==> src/rtl/fwd_hazard_ctrl_pkg.sv <==
`default_nettype none
// ============================================================================
// Package  : fwd_hazard_ctrl_pkg
// Brief    : Shared types and constants for the forwarding/hazard controller.
// Revision : 1.0 - initial release
// ============================================================================
package fwd_hazard_ctrl_pkg;

    localparam int REG_AW_DEF = 5;

    typedef logic [1:0] fwd_sel_t;

    localparam fwd_sel_t FWD_REG = 2'b00;
    localparam fwd_sel_t FWD_WB  = 2'b01;
    localparam fwd_sel_t FWD_MEM = 2'b10;

    typedef struct packed {
        logic [REG_AW_DEF-1:0] rs;
        logic [REG_AW_DEF-1:0] rt;
        logic [REG_AW_DEF-1:0] dst;
        logic                  regwrite;
        logic                  memread;
        logic                  use_rt;
    } stage_info_t;

    localparam stage_info_t BUBBLE = '0;

endpackage
`default_nettype wire

==> src/rtl/fwd_hazard_ctrl_if.sv <==
`default_nettype none
// ============================================================================
// Interface : fwd_hazard_ctrl_if
// Brief     : ID-stage hazard inputs and forwarding/stall outputs.
// Revision  : 1.0 - initial release
// ============================================================================
interface fwd_hazard_ctrl_if #(
    parameter int REG_AW = 5,
    parameter int CNT_W  = 16
);
    logic              id_valid_i;
    logic [REG_AW-1:0] id_rs_i;
    logic [REG_AW-1:0] id_rt_i;
    logic              id_use_rt_i;
    logic [REG_AW-1:0] id_dst_i;
    logic              id_regwrite_i;
    logic              id_memread_i;
    logic              flush_i;
    logic [1:0]        fwd_a_sel_o;
    logic [1:0]        fwd_b_sel_o;
    logic              stall_o;
    logic [CNT_W-1:0]  stall_cnt_o;

    modport master (
        output id_valid_i, id_rs_i, id_rt_i, id_use_rt_i, id_dst_i,
               id_regwrite_i, id_memread_i, flush_i,
        input  fwd_a_sel_o, fwd_b_sel_o, stall_o, stall_cnt_o
    );

    modport slave (
        input  id_valid_i, id_rs_i, id_rt_i, id_use_rt_i, id_dst_i,
               id_regwrite_i, id_memread_i, flush_i,
        output fwd_a_sel_o, fwd_b_sel_o, stall_o, stall_cnt_o
    );
endinterface
`default_nettype wire

==> src/rtl/fwd_hazard_ctrl_fwd_sel.sv <==
`default_nettype none
// ============================================================================
// Module   : fwd_sel_logic
// Brief    : Picks the forwarding source for one ALU operand (MEM over WB).
// Revision : 1.0 - initial release
// ============================================================================
module fwd_sel_logic
    import fwd_hazard_ctrl_pkg::*;
#(
    parameter int REG_AW = 5
) (
    input  wire logic [REG_AW-1:0] i_src,
    input  wire logic              i_src_used,
    input  wire logic              i_mem_regwrite,
    input  wire logic [REG_AW-1:0] i_mem_dst,
    input  wire logic              i_wb_regwrite,
    input  wire logic [REG_AW-1:0] i_wb_dst,
    output fwd_sel_t               o_sel
);
    logic w_src_live;
    logic w_hit_mem;
    logic w_hit_wb;

    // $0 is hard-wired, so it never matches a producer
    assign w_src_live = i_src_used && (i_src != '0);
    assign w_hit_mem  = w_src_live && i_mem_regwrite && (i_mem_dst == i_src);
    assign w_hit_wb   = w_src_live && i_wb_regwrite  && (i_wb_dst  == i_src);

    always_comb begin
        o_sel = FWD_REG;
        if (w_hit_mem) begin
            o_sel = FWD_MEM;
        end else if (w_hit_wb) begin
            o_sel = FWD_WB;
        end
    end
endmodule
`default_nettype wire

==> src/rtl/fwd_hazard_ctrl.sv <==
`default_nettype none
// ============================================================================
// Module   : fwd_hazard_ctrl
// Brief    : Operand forwarding and load-use stall control for a 5-stage pipe.
// Revision : 1.0 - initial release
// ============================================================================
module fwd_hazard_ctrl
    import fwd_hazard_ctrl_pkg::*;
#(
    parameter int REG_AW = 5,
    parameter int CNT_W  = 16
) (
    input  wire logic        clk_i,
    input  wire logic        rst_i,
    fwd_hazard_ctrl_if.slave bus
);
    stage_info_t      r_ex;
    stage_info_t      r_mem;
    stage_info_t      r_wb;
    logic [CNT_W-1:0] r_stall_cnt;

    stage_info_t      w_id;
    logic             w_ex_load;
    logic             w_stall;
    logic             w_ex_advance;
    fwd_sel_t         w_sel_a;
    fwd_sel_t         w_sel_b;
    logic             w_unused_fields;

    always_comb begin
        w_id          = BUBBLE;
        w_id.rs       = bus.id_rs_i;
        w_id.rt       = bus.id_rt_i;
        w_id.dst      = bus.id_dst_i;
        w_id.regwrite = bus.id_regwrite_i;
        w_id.memread  = bus.id_memread_i;
        w_id.use_rt   = bus.id_use_rt_i;
    end

    // A load in EX only has its data after MEM, too late for the next EX
    assign w_ex_load = r_ex.memread && r_ex.regwrite && (r_ex.dst != '0);
    assign w_stall   = !bus.flush_i && bus.id_valid_i && w_ex_load &&
                       ((r_ex.dst == bus.id_rs_i) ||
                        (bus.id_use_rt_i && (r_ex.dst == bus.id_rt_i)));

    assign w_ex_advance = bus.id_valid_i && !w_stall && !bus.flush_i;

    always_ff @(posedge clk_i) begin
        if (rst_i) begin
            r_ex        <= BUBBLE;
            r_mem       <= BUBBLE;
            r_wb        <= BUBBLE;
            r_stall_cnt <= '0;
        end else begin
            r_wb  <= r_mem;
            r_mem <= r_ex;
            r_ex  <= w_ex_advance ? w_id : BUBBLE;
            if (w_stall && (r_stall_cnt != '1)) begin
                r_stall_cnt <= r_stall_cnt + {{(CNT_W-1){1'b0}}, 1'b1};
            end
        end
    end

    fwd_sel_logic #(.REG_AW(REG_AW)) u_sel_a (
        .i_src          (r_ex.rs),
        .i_src_used     (1'b1),
        .i_mem_regwrite (r_mem.regwrite),
        .i_mem_dst      (r_mem.dst),
        .i_wb_regwrite  (r_wb.regwrite),
        .i_wb_dst       (r_wb.dst),
        .o_sel          (w_sel_a)
    );

    fwd_sel_logic #(.REG_AW(REG_AW)) u_sel_b (
        .i_src          (r_ex.rt),
        .i_src_used     (r_ex.use_rt),
        .i_mem_regwrite (r_mem.regwrite),
        .i_mem_dst      (r_mem.dst),
        .i_wb_regwrite  (r_wb.regwrite),
        .i_wb_dst       (r_wb.dst),
        .o_sel          (w_sel_b)
    );

    assign bus.fwd_a_sel_o = w_sel_a;
    assign bus.fwd_b_sel_o = w_sel_b;
    assign bus.stall_o     = w_stall;
    assign bus.stall_cnt_o = r_stall_cnt;

    assign w_unused_fields = ^{r_mem.rs, r_mem.rt, r_mem.memread, r_mem.use_rt,
                               r_wb.rs, r_wb.rt, r_wb.memread, r_wb.use_rt};
endmodule
`default_nettype wire

==> src/flat_wrapper.sv <==
// flat-port wrapper written by rule: the top's interface ports become plain ports
module fwd_hazard_ctrl_flat import fwd_hazard_ctrl_pkg::*;
#(
    parameter int REG_AW = 5,
    parameter int CNT_W  = 16
)
  (clk_i, rst_i, bus_id_valid_i, bus_id_rs_i, bus_id_rt_i, bus_id_use_rt_i, bus_id_dst_i, bus_id_regwrite_i, bus_id_memread_i, bus_flush_i, bus_fwd_a_sel_o, bus_fwd_b_sel_o, bus_stall_o, bus_stall_cnt_o);
  fwd_hazard_ctrl_if #(.REG_AW(REG_AW), .CNT_W(CNT_W)) bus_i ();
  input  wire logic clk_i;
  input  wire logic rst_i;
  input wire logic [$bits(bus_i.id_valid_i)-1:0] bus_id_valid_i;
  input wire logic [$bits(bus_i.id_rs_i)-1:0] bus_id_rs_i;
  input wire logic [$bits(bus_i.id_rt_i)-1:0] bus_id_rt_i;
  input wire logic [$bits(bus_i.id_use_rt_i)-1:0] bus_id_use_rt_i;
  input wire logic [$bits(bus_i.id_dst_i)-1:0] bus_id_dst_i;
  input wire logic [$bits(bus_i.id_regwrite_i)-1:0] bus_id_regwrite_i;
  input wire logic [$bits(bus_i.id_memread_i)-1:0] bus_id_memread_i;
  input wire logic [$bits(bus_i.flush_i)-1:0] bus_flush_i;
  output wire logic [$bits(bus_i.fwd_a_sel_o)-1:0] bus_fwd_a_sel_o;
  output wire logic [$bits(bus_i.fwd_b_sel_o)-1:0] bus_fwd_b_sel_o;
  output wire logic [$bits(bus_i.stall_o)-1:0] bus_stall_o;
  output wire logic [$bits(bus_i.stall_cnt_o)-1:0] bus_stall_cnt_o;
  assign bus_i.id_valid_i = bus_id_valid_i;
  assign bus_i.id_rs_i = bus_id_rs_i;
  assign bus_i.id_rt_i = bus_id_rt_i;
  assign bus_i.id_use_rt_i = bus_id_use_rt_i;
  assign bus_i.id_dst_i = bus_id_dst_i;
  assign bus_i.id_regwrite_i = bus_id_regwrite_i;
  assign bus_i.id_memread_i = bus_id_memread_i;
  assign bus_i.flush_i = bus_flush_i;
  assign bus_fwd_a_sel_o = bus_i.fwd_a_sel_o;
  assign bus_fwd_b_sel_o = bus_i.fwd_b_sel_o;
  assign bus_stall_o = bus_i.stall_o;
  assign bus_stall_cnt_o = bus_i.stall_cnt_o;
  fwd_hazard_ctrl #(.REG_AW(REG_AW), .CNT_W(CNT_W)) u_core (.clk_i(clk_i), .rst_i(rst_i), .bus(bus_i));
endmodule
==> config.mk <==
export PLATFORM = sky130hd
export DESIGN_NAME = fwd_hazard_ctrl_flat
export DESIGN_NICKNAME = d
export VERILOG_FILES = /design/src/rtl/fwd_hazard_ctrl_pkg.sv /design/src/rtl/fwd_hazard_ctrl_if.sv /design/src/rtl/fwd_hazard_ctrl_fwd_sel.sv /design/src/rtl/fwd_hazard_ctrl.sv /design/src/flat_wrapper.sv
export SDC_FILE = /design/constraint.sdc
export NUM_CORES = 1
export LEC_CHECK = 0
export BUFFER_PORTS_ARGS = -buffer_cell sky130_fd_sc_hd__buf_2
export CAP_MARGIN = 20
export CELL_PAD_IN_SITES_DETAIL_PLACEMENT = 0
export CELL_PAD_IN_SITES_GLOBAL_PLACEMENT = 2
export CORE_MARGIN = 10
export CORE_UTILIZATION = 33
export CTS_BUF_LIST = sky130_fd_sc_hd__clkbuf_4 sky130_fd_sc_hd__clkbuf_8 sky130_fd_sc_hd__clkbuf_16
export CTS_CLUSTER_SIZE = 30
export DETAILED_ROUTE_END_ITERATION = 10
export PLACE_DENSITY = 0.85
export SYNTH_ARGS = -nofsm -noshare
export SYNTH_HDL_FRONTEND = slang
export SYNTH_HIERARCHICAL = 1
export SYNTH_SLANG_ARGS = --single-unit
==> constraint.sdc <==
create_clock -name clk_i -period 2.6 [get_ports clk_i]
set_clock_uncertainty 0.1 [all_clocks]
set_input_delay 0.65 -clock clk_i [delete_from_list [all_inputs] [get_ports clk_i]]
set_output_delay 0.65 -clock clk_i [all_outputs]
set_load 0.01 [all_outputs]
==> flow_metrics.py, run 1 <==
metrics = {
    "outcome": {
        "status": "completed",
    },
    "detailed_routing": {
        "firstDrtPassIters": 4,
        "vias_per_cell": 4.89,
        "drt_iter0_markers": 60,
        "drc_errors": 0,
        "ant_nets": 0,
        "routed_wl_um": 4810,
        "routedWlPerCell_um": 14.1,
        "routed-via-count": 1667,
    },
    "clock_network": {
        "insertion_delay_ps": 300,
        "path_clk_slew_ps": 90,
        "cts_num_sinks": 46,
        "cts_tree": "built",
        "root_buffer": "clkbuf_8",
        "cts_buffers": 5,
        "clk_path_buf_depth": 2,
        "h-tree-depth": 2,
    },
    "yosys": {
        "synth_most_common_cell": "dfxtp_1",
        "ys_seq_area_frac": 0.438,
        "syn-mean-instance-area_um2": 9.59,
        "async_flop_share": 0,
        "synthFlopType": "dfxtp_1",
        "synth-seq-cells": 46,
        "synth_nets": 242,
        "yosysUniqueCellTypes": 41,
        "synthCells": 219,
        "synth_edf_count": 0,
        "synth.mux.area_fraction": 0.0155,
        "synth_area_leaders": "dfxtp_1 44%, xor2_1 7.1%, and2_1 6.0%",
        "ys_top_cells_by_count": "46 x dfxtp_1, 20 x and2_1, 17 x xor2_1",
        "synth_top_family_by_area": "simple AND/OR/NAND/NOR gates",
        "synth_compound_area_frac": 0.113,
        "syn-cell-area_um2": 2100,
        "synth_area_leader_cell": "dfxtp_1",
        "synth-xor-area-share": 0.125,
        "synthSimpleGateAreaFrac": 0.271,
        "netlist.area_leader.share": 0.438,
        "ys_warn_count": 6,
        "synthAdderAreaFrac": 0.00596,
    },
    "critical_path": {
        "rrSetupSlack_ps": 380,
        "critPathArrivalTime_ps": 1750,
        "cp_slowest_cell": "or4_1",
        "critPathTopFamily": "simple AND/OR/NAND/NOR gates",
        "cp-start-kind": "register",
        "reg2reg_depth": 6,
        "reg2reg_from": "u_core/r_ex[3]$_SDFF_PP0_",
        "crit_start": "u_core/r_ex[8]$_SDFF_PP0_",
        "crit_cells": 5,
        "path_max_fanout": 3,
        "slowest_delay_ps": 540,
        "critical_path_required_ps": 1850,
        "endpoint": "bus_fwd_b_sel_o[0]",
        "cpMostUsedCell": "nor3_2",
        "crit_path_end_kind": "primary output",
        "crit_type": "reg -> out",
        "cp.buffers_inverters": 1,
        "crit_chain": "or4_1 > o21ai_2 > nor3_2 > nor3_2 > buf_2",
        "reg2reg_to": "u_core/bus.stall_cnt_o[10]$_SDFFE_PP0P_",
    },
    "floorplanning": {
        "pin_count": 43,
        "core_region_area_um2": 6280,
        "rows": 29,
        "dieArea_um2": 9960,
        "initial_core_util": 0.335,
        "die_h_um": 99.8,
        "die_w_um": 99.8,
    },
    "place": {
        "gp_congestion": 0.809,
        "hpwl_um": 3670,
        "io_buffers": 42,
        "placed_cells": 331,
    },
    "sta": {
        "fin_crit_sh": 0.960,
        "finalMaxSlewViolations": 0,
        "fin_crit_ps": 2500,
        "slew_headroom": 0.577,
        "rsz0062_at_grt": "yes",
        "setup_viol": 0,
        "tightestPinTransition_ps": 634,
        "fin_setup_tns_ps": 0,
        "fmax_mhz": 401,
        "hold_violations": 0,
    },
    "pwr": {
        "p_per_area_nw_per_um2": 495,
        "ir_drop_uv": 243,
        "leakagePower_nw": 1.04,
    },
    "global_route": {
        "overflow": 0,
        "grt_pass1_wl_um": 8020,
        "grt_max_degree": 30,
        "antenna_found_initial": 0,
        "grt_pass1_vias": 1635,
        "grt.total_usage": 0.0983,
    },
    "final_layout": {
        "antenna_cells": 0,
        "multi_input_area_um2": 1140,
        "seqCellArea_um2": 921,
        "fill_cells": 641,
        "nets": 286,
        "syn_to_final_growth_pct": 19.8,
        "final_cells": 341,
        "drive_above_1_share": 0.261,
    },
    "flow_run": {
        "cap_violations": 0,
    },
    "min_path": {
        "hold_path_class": "reg -> reg",
    },
}
how the worst min path moves through the flow:
stage	cells past startpoint	end	slack (ps)	startpoint
floorplan	1	u_core/r_wb[2]$_SDFF_PP0_	360	u_core/r_mem[2]$_SDFF_PP0_
global placement	1	u_core/r_mem[2]$_SDFF_PP0_	370	u_core/r_ex[2]$_SDFF_PP0_
detailed placement	2	u_core/bus.stall_cnt_o[14]$_SDFFE_PP0P_	380	u_core/bus.stall_cnt_o[14]$_SDFFE_PP0P_
CTS	1	u_core/r_mem[2]$_SDFF_PP0_	400	u_core/r_ex[2]$_SDFF_PP0_
global route	1	u_core/r_mem[2]$_SDFF_PP0_	430	u_core/r_ex[2]$_SDFF_PP0_
finish	2	u_core/bus.stall_cnt_o[14]$_SDFFE_PP0P_	390	u_core/bus.stall_cnt_o[14]$_SDFFE_PP0P_
logic make-up after synthesis:
group	count (synthesis)
xor gates and xnor gates	30
other	1
adders and majority gates	1
and+or+nand+nor	92
DFF	46
muxes	3
buffers and inverters	13
AOI/OAI and AO/OA	33
state kept, by name, summed over array words and instances, names as in the netlist:
signal / flops
u_core/r_ex: 18
u_core/bus.stall_cnt_o: 16
u_core/r_mem: 6
u_core/r_wb: 6
layout make-up:
type / instances / area share
multi-input cells: 160 / 0.452
inverters: 3 / 0.00448
repair buffers: 47 / 0.103
clock buffers: 5 / 0.0273
flip-flops and latches: 46 / 0.366
well taps: 77 / 0.0383
clock inverters: 3 / 0.00845
per-stage QoR:
stage	worst slack, ps	hold WS, ps	instance area (um2)	util	total power, mW
final	103	394	2520	0.401	1.25
after global routing	-1.08	426	2520	0.401	1.31
after CTS	28.3	395	2480	0.395	1.26
after detailed placement	26.2	382	2390	0.381	0.822
after global placement	44.8	374	2390	0.381	0.822
after floorplan	112	360	2100	-	0.788
tightest hold or removal path, cell delays in order (launching register included):
cell,delay (ps)
dfxtp_1,330
inv_1,50
a221oi_1,60
layer usage:
| layer | share of wire | vias up | global-route usage |
|---|---|---|---|
| li1 | - | 866 | - |
| met1 | 0.47 | 766 | 0.128 |
| met2 | 0.45 | 30 | 0.144 |
| met3 | 0.055 | 5 | 0.0337 |
| met4 | 0.018 | 0 | 0.0430 |
| met5 | 0 | - | 0 |
placed cells by master, fill, tap and decap left out, drive strengths merged, types with 2 or more instances in the layout:
cell type  synthesis  routed
a21oi             10      10
and2              20      20
and3               2       2
and4               2       2
buf                4      47
clkbuf             6       5
clkinv             0       2
dfxtp             46      46
inv                3       3
mux2               2       2
nand2              7       7
nand3              6       6
nand4              7       7
nor2               6       6
nor2b             16      16
nor3               6       6
nor4               4       4
o2111ai            2       2
o21ai              6       6
o31ai              7       7
or3                3       3
or4               10      10
xnor2             13      13
xor2              17      17
repair_timing:
action / 4_1_cts / 5_1_grt
endpoints found under the setup margin: 0 / 3
hold buffers: 0 / 0
gates resized for setup: 0 / 3
buffers inserted: 0 / 2
where the power goes:
group          internal (mW)  switching (mW)  total (mW)  leakage [nW]
sequential             0.714          0.0113       0.725         0.372
clock                  0.189           0.248       0.437        0.0441
combinational         0.0411          0.0421      0.0832         0.620
Power figures use the tool's default switching activity.
==> run 2: changes to the inputs <==
--- a/config.mk
+++ b/config.mk
@@ -9,12 +9,14 @@
 export CAP_MARGIN = 20
 export CELL_PAD_IN_SITES_DETAIL_PLACEMENT = 0
 export CELL_PAD_IN_SITES_GLOBAL_PLACEMENT = 2
-export CORE_MARGIN = 10
+export CORE_MARGIN = 2
 export CORE_UTILIZATION = 33
 export CTS_BUF_LIST = sky130_fd_sc_hd__clkbuf_4 sky130_fd_sc_hd__clkbuf_8 sky130_fd_sc_hd__clkbuf_16
 export CTS_CLUSTER_SIZE = 30
 export DETAILED_ROUTE_END_ITERATION = 10
 export PLACE_DENSITY = 0.85
+export REMOVE_ABC_BUFFERS = 1
+export SLEW_MARGIN = 20
 export SYNTH_ARGS = -nofsm -noshare
 export SYNTH_HDL_FRONTEND = slang
 export SYNTH_HIERARCHICAL = 1
==> flow_metrics.py, run 2 (same netlist as run 1, synthesis figures left out) <==
metrics = {
    "detailed_routing": {
        "vias_per_cell": 4.85,
        "wl_met3_um": 104,
        "maxUsedRoutingLayer": "met4",
        "wl_met1_um": 2280,
        "routed-via-count": 1649,
        "firstDrtPassIters": 4,
        "routedWlPerCell_um": 13.5,
        "drc_errors": 0,
        "routed_wl_um": 4600,
        "drt_iter0_markers": 68,
        "wl_met2_um": 2180,
        "ant_nets": 0,
    },
    "clock_network": {
        "h-tree-depth": 2,
        "clk_path_buf_depth": 2,
        "insertion_delay_ps": 300,
        "cts_tree": "built",
        "cts_setup_buffers": 0,
        "holdBufCountCts": 0,
        "path_clk_slew_ps": 90,
        "cts_buffers": 5,
        "cts_num_sinks": 46,
        "root_buffer": "clkbuf_8",
    },
    "critical_path": {
        "cp_slowest_cell": "or4_1",
        "critPathTopFamily": "simple AND/OR/NAND/NOR gates",
        "critPathArrivalTime_ps": 1740,
        "cp.buffers_inverters": 1,
        "crit_chain": "or4_1 > o2111ai_2 > nor2_1 > buf_2",
        "critical_path_required_ps": 1850,
        "crit_path_end_kind": "primary output",
        "slowest_delay_ps": 580,
        "path_max_fanout": 4,
        "cp-start-kind": "register",
        "crit_type": "reg -> out",
    },
    "final_layout": {
        "largest_register_ffs": 18,
        "fin_util": 0.401,
        "seqCellArea_um2": 922,
        "multi_input_area_um2": 1120,
        "fill_cells": 629,
        "antenna_cells": 0,
        "syn_to_final_growth_pct": 19.0,
        "nets": 285,
        "layout_common_cells": "45 x dfxtp_1, 42 x buf_2, 20 x and2_1",
        "mostFrequentLayoutCell": "dfxtp_1",
        "regMostFlops": "u_core/r_ex",
        "drive_above_1_share": 0.255,
        "stdcell_area_um2": 2500,
    },
    "floorplanning": {
        "pin_count": 43,
        "initial_core_util": 0.337,
        "die_h_um": 83.8,
        "rows": 29,
        "die_w_um": 83.8,
        "core_region_area_um2": 6240,
        "dieArea_um2": 7020,
    },
    "pwr": {
        "totalPowerFinal_mw": 1.25,
        "ir_drop_uv": 230,
        "p_per_area_nw_per_um2": 502,
        "leakagePower_nw": 1.03,
    },
    "sta": {
        "setup_viol": 0,
        "tightestPinTransition_ps": 660,
        "hold_violations": 0,
        "slew_headroom": 0.560,
        "finalMaxSlewViolations": 0,
        "fin_crit_ps": 2490,
        "fmax_mhz": 402,
        "fin_crit_sh": 0.957,
    },
    "place": {
        "hpwl_um": 3390,
        "io_buffers": 42,
        "dpl_cell_area_um2": 2400,
        "gp_congestion": 0.757,
    },
    "global_route": {
        "overflow": 0,
        "grt_max_degree": 30,
        "grt_pass1_wl_um": 7690,
        "antenna_found_initial": 0,
        "grt.total_usage": 0.133,
        "grt_pass1_vias": 1607,
    },
    "flow_run": {
        "cap_violations": 0,
    },
    "min_path": {
        "hold_path_class": "reg -> reg",
    },
    "outcome": {
        "status": "completed",
    },
}
==> run 2: changes by cell type in the layout (fill, tap and decap cells not counted), sizes merged <==
cell / delta
inv: +1
clkinv: -1
buf: -1
==> run 2: power breakdown <==
| part | internal (mW) | switching [mW] |
|---|---|---|
| Sequential | 0.714 | 0.0117 |
| Combinational | 0.0391 | 0.0391 |
| Clock | 0.194 | 0.257 |
==> run 2: area by class of cell <==
type                       count  area share
clock buffer                   5      0.0275
clock inverter                 3      0.0100
inverter                       3     0.00450
multi-input combinational    160       0.449
sequential                    46       0.369
tap                           77      0.0385
timing repair buffer          46       0.101
==> run 2: path summary, 6_finish.rpt <==
| path | cells past startpoint | startpoint | slack, ps | to |
|---|---|---|---|---|
| worst max-delay path | 4 | u_core/r_ex[4]$_SDFF_PP0_ | 110 | bus_stall_o |
| worst min-delay path | 2 | u_core/bus.stall_cnt_o[14]$_SDFFE_PP0P_ | 390 | u_core/bus.stall_cnt_o[14]$_SDFFE_PP0P_ |
| worst max register to register | 5 | u_core/bus.stall_cnt_o[2]$_SDFFE_PP0P_ | 360 | u_core/bus.stall_cnt_o[10]$_SDFFE_PP0P_ |
| worst min register to register | 2 | u_core/bus.stall_cnt_o[14]$_SDFFE_PP0P_ | 390 | u_core/bus.stall_cnt_o[14]$_SDFFE_PP0P_ |
==> run 2: repair_timing <==
item | 4_1_cts | 5_1_grt
endpoints found under the setup margin | 0 | 1
hold endpoints to repair | 0 | 0
resized for setup | 0 | 2
==> run 2: worst min-delay path, stage by stage (launching register included) <==
cell and delay [ps]:
dfxtp_1 320, inv_1 50, a221oi_1 60
==> run 2: metal layers <==
metal	GRT usage	vias up
met2	0.220	23
met3	0.0267	2
met4	0.0513	0
met5	0	-
met1	0.171	759
li1	-	865
==> run 2: metrics by stage <==
step,setup WS (ps),hold slack [ps],TNS (ps),cells
6_report,112,385,0,340
5_1_grt,-1.43,410,-1.43,340
4_1_cts,11.8,387,0,340
3_5_place_dp,42.9,371,0,332
3_3_place_gp,63.7,370,0,332
2_1_floorplan,-310,357,-2290,209
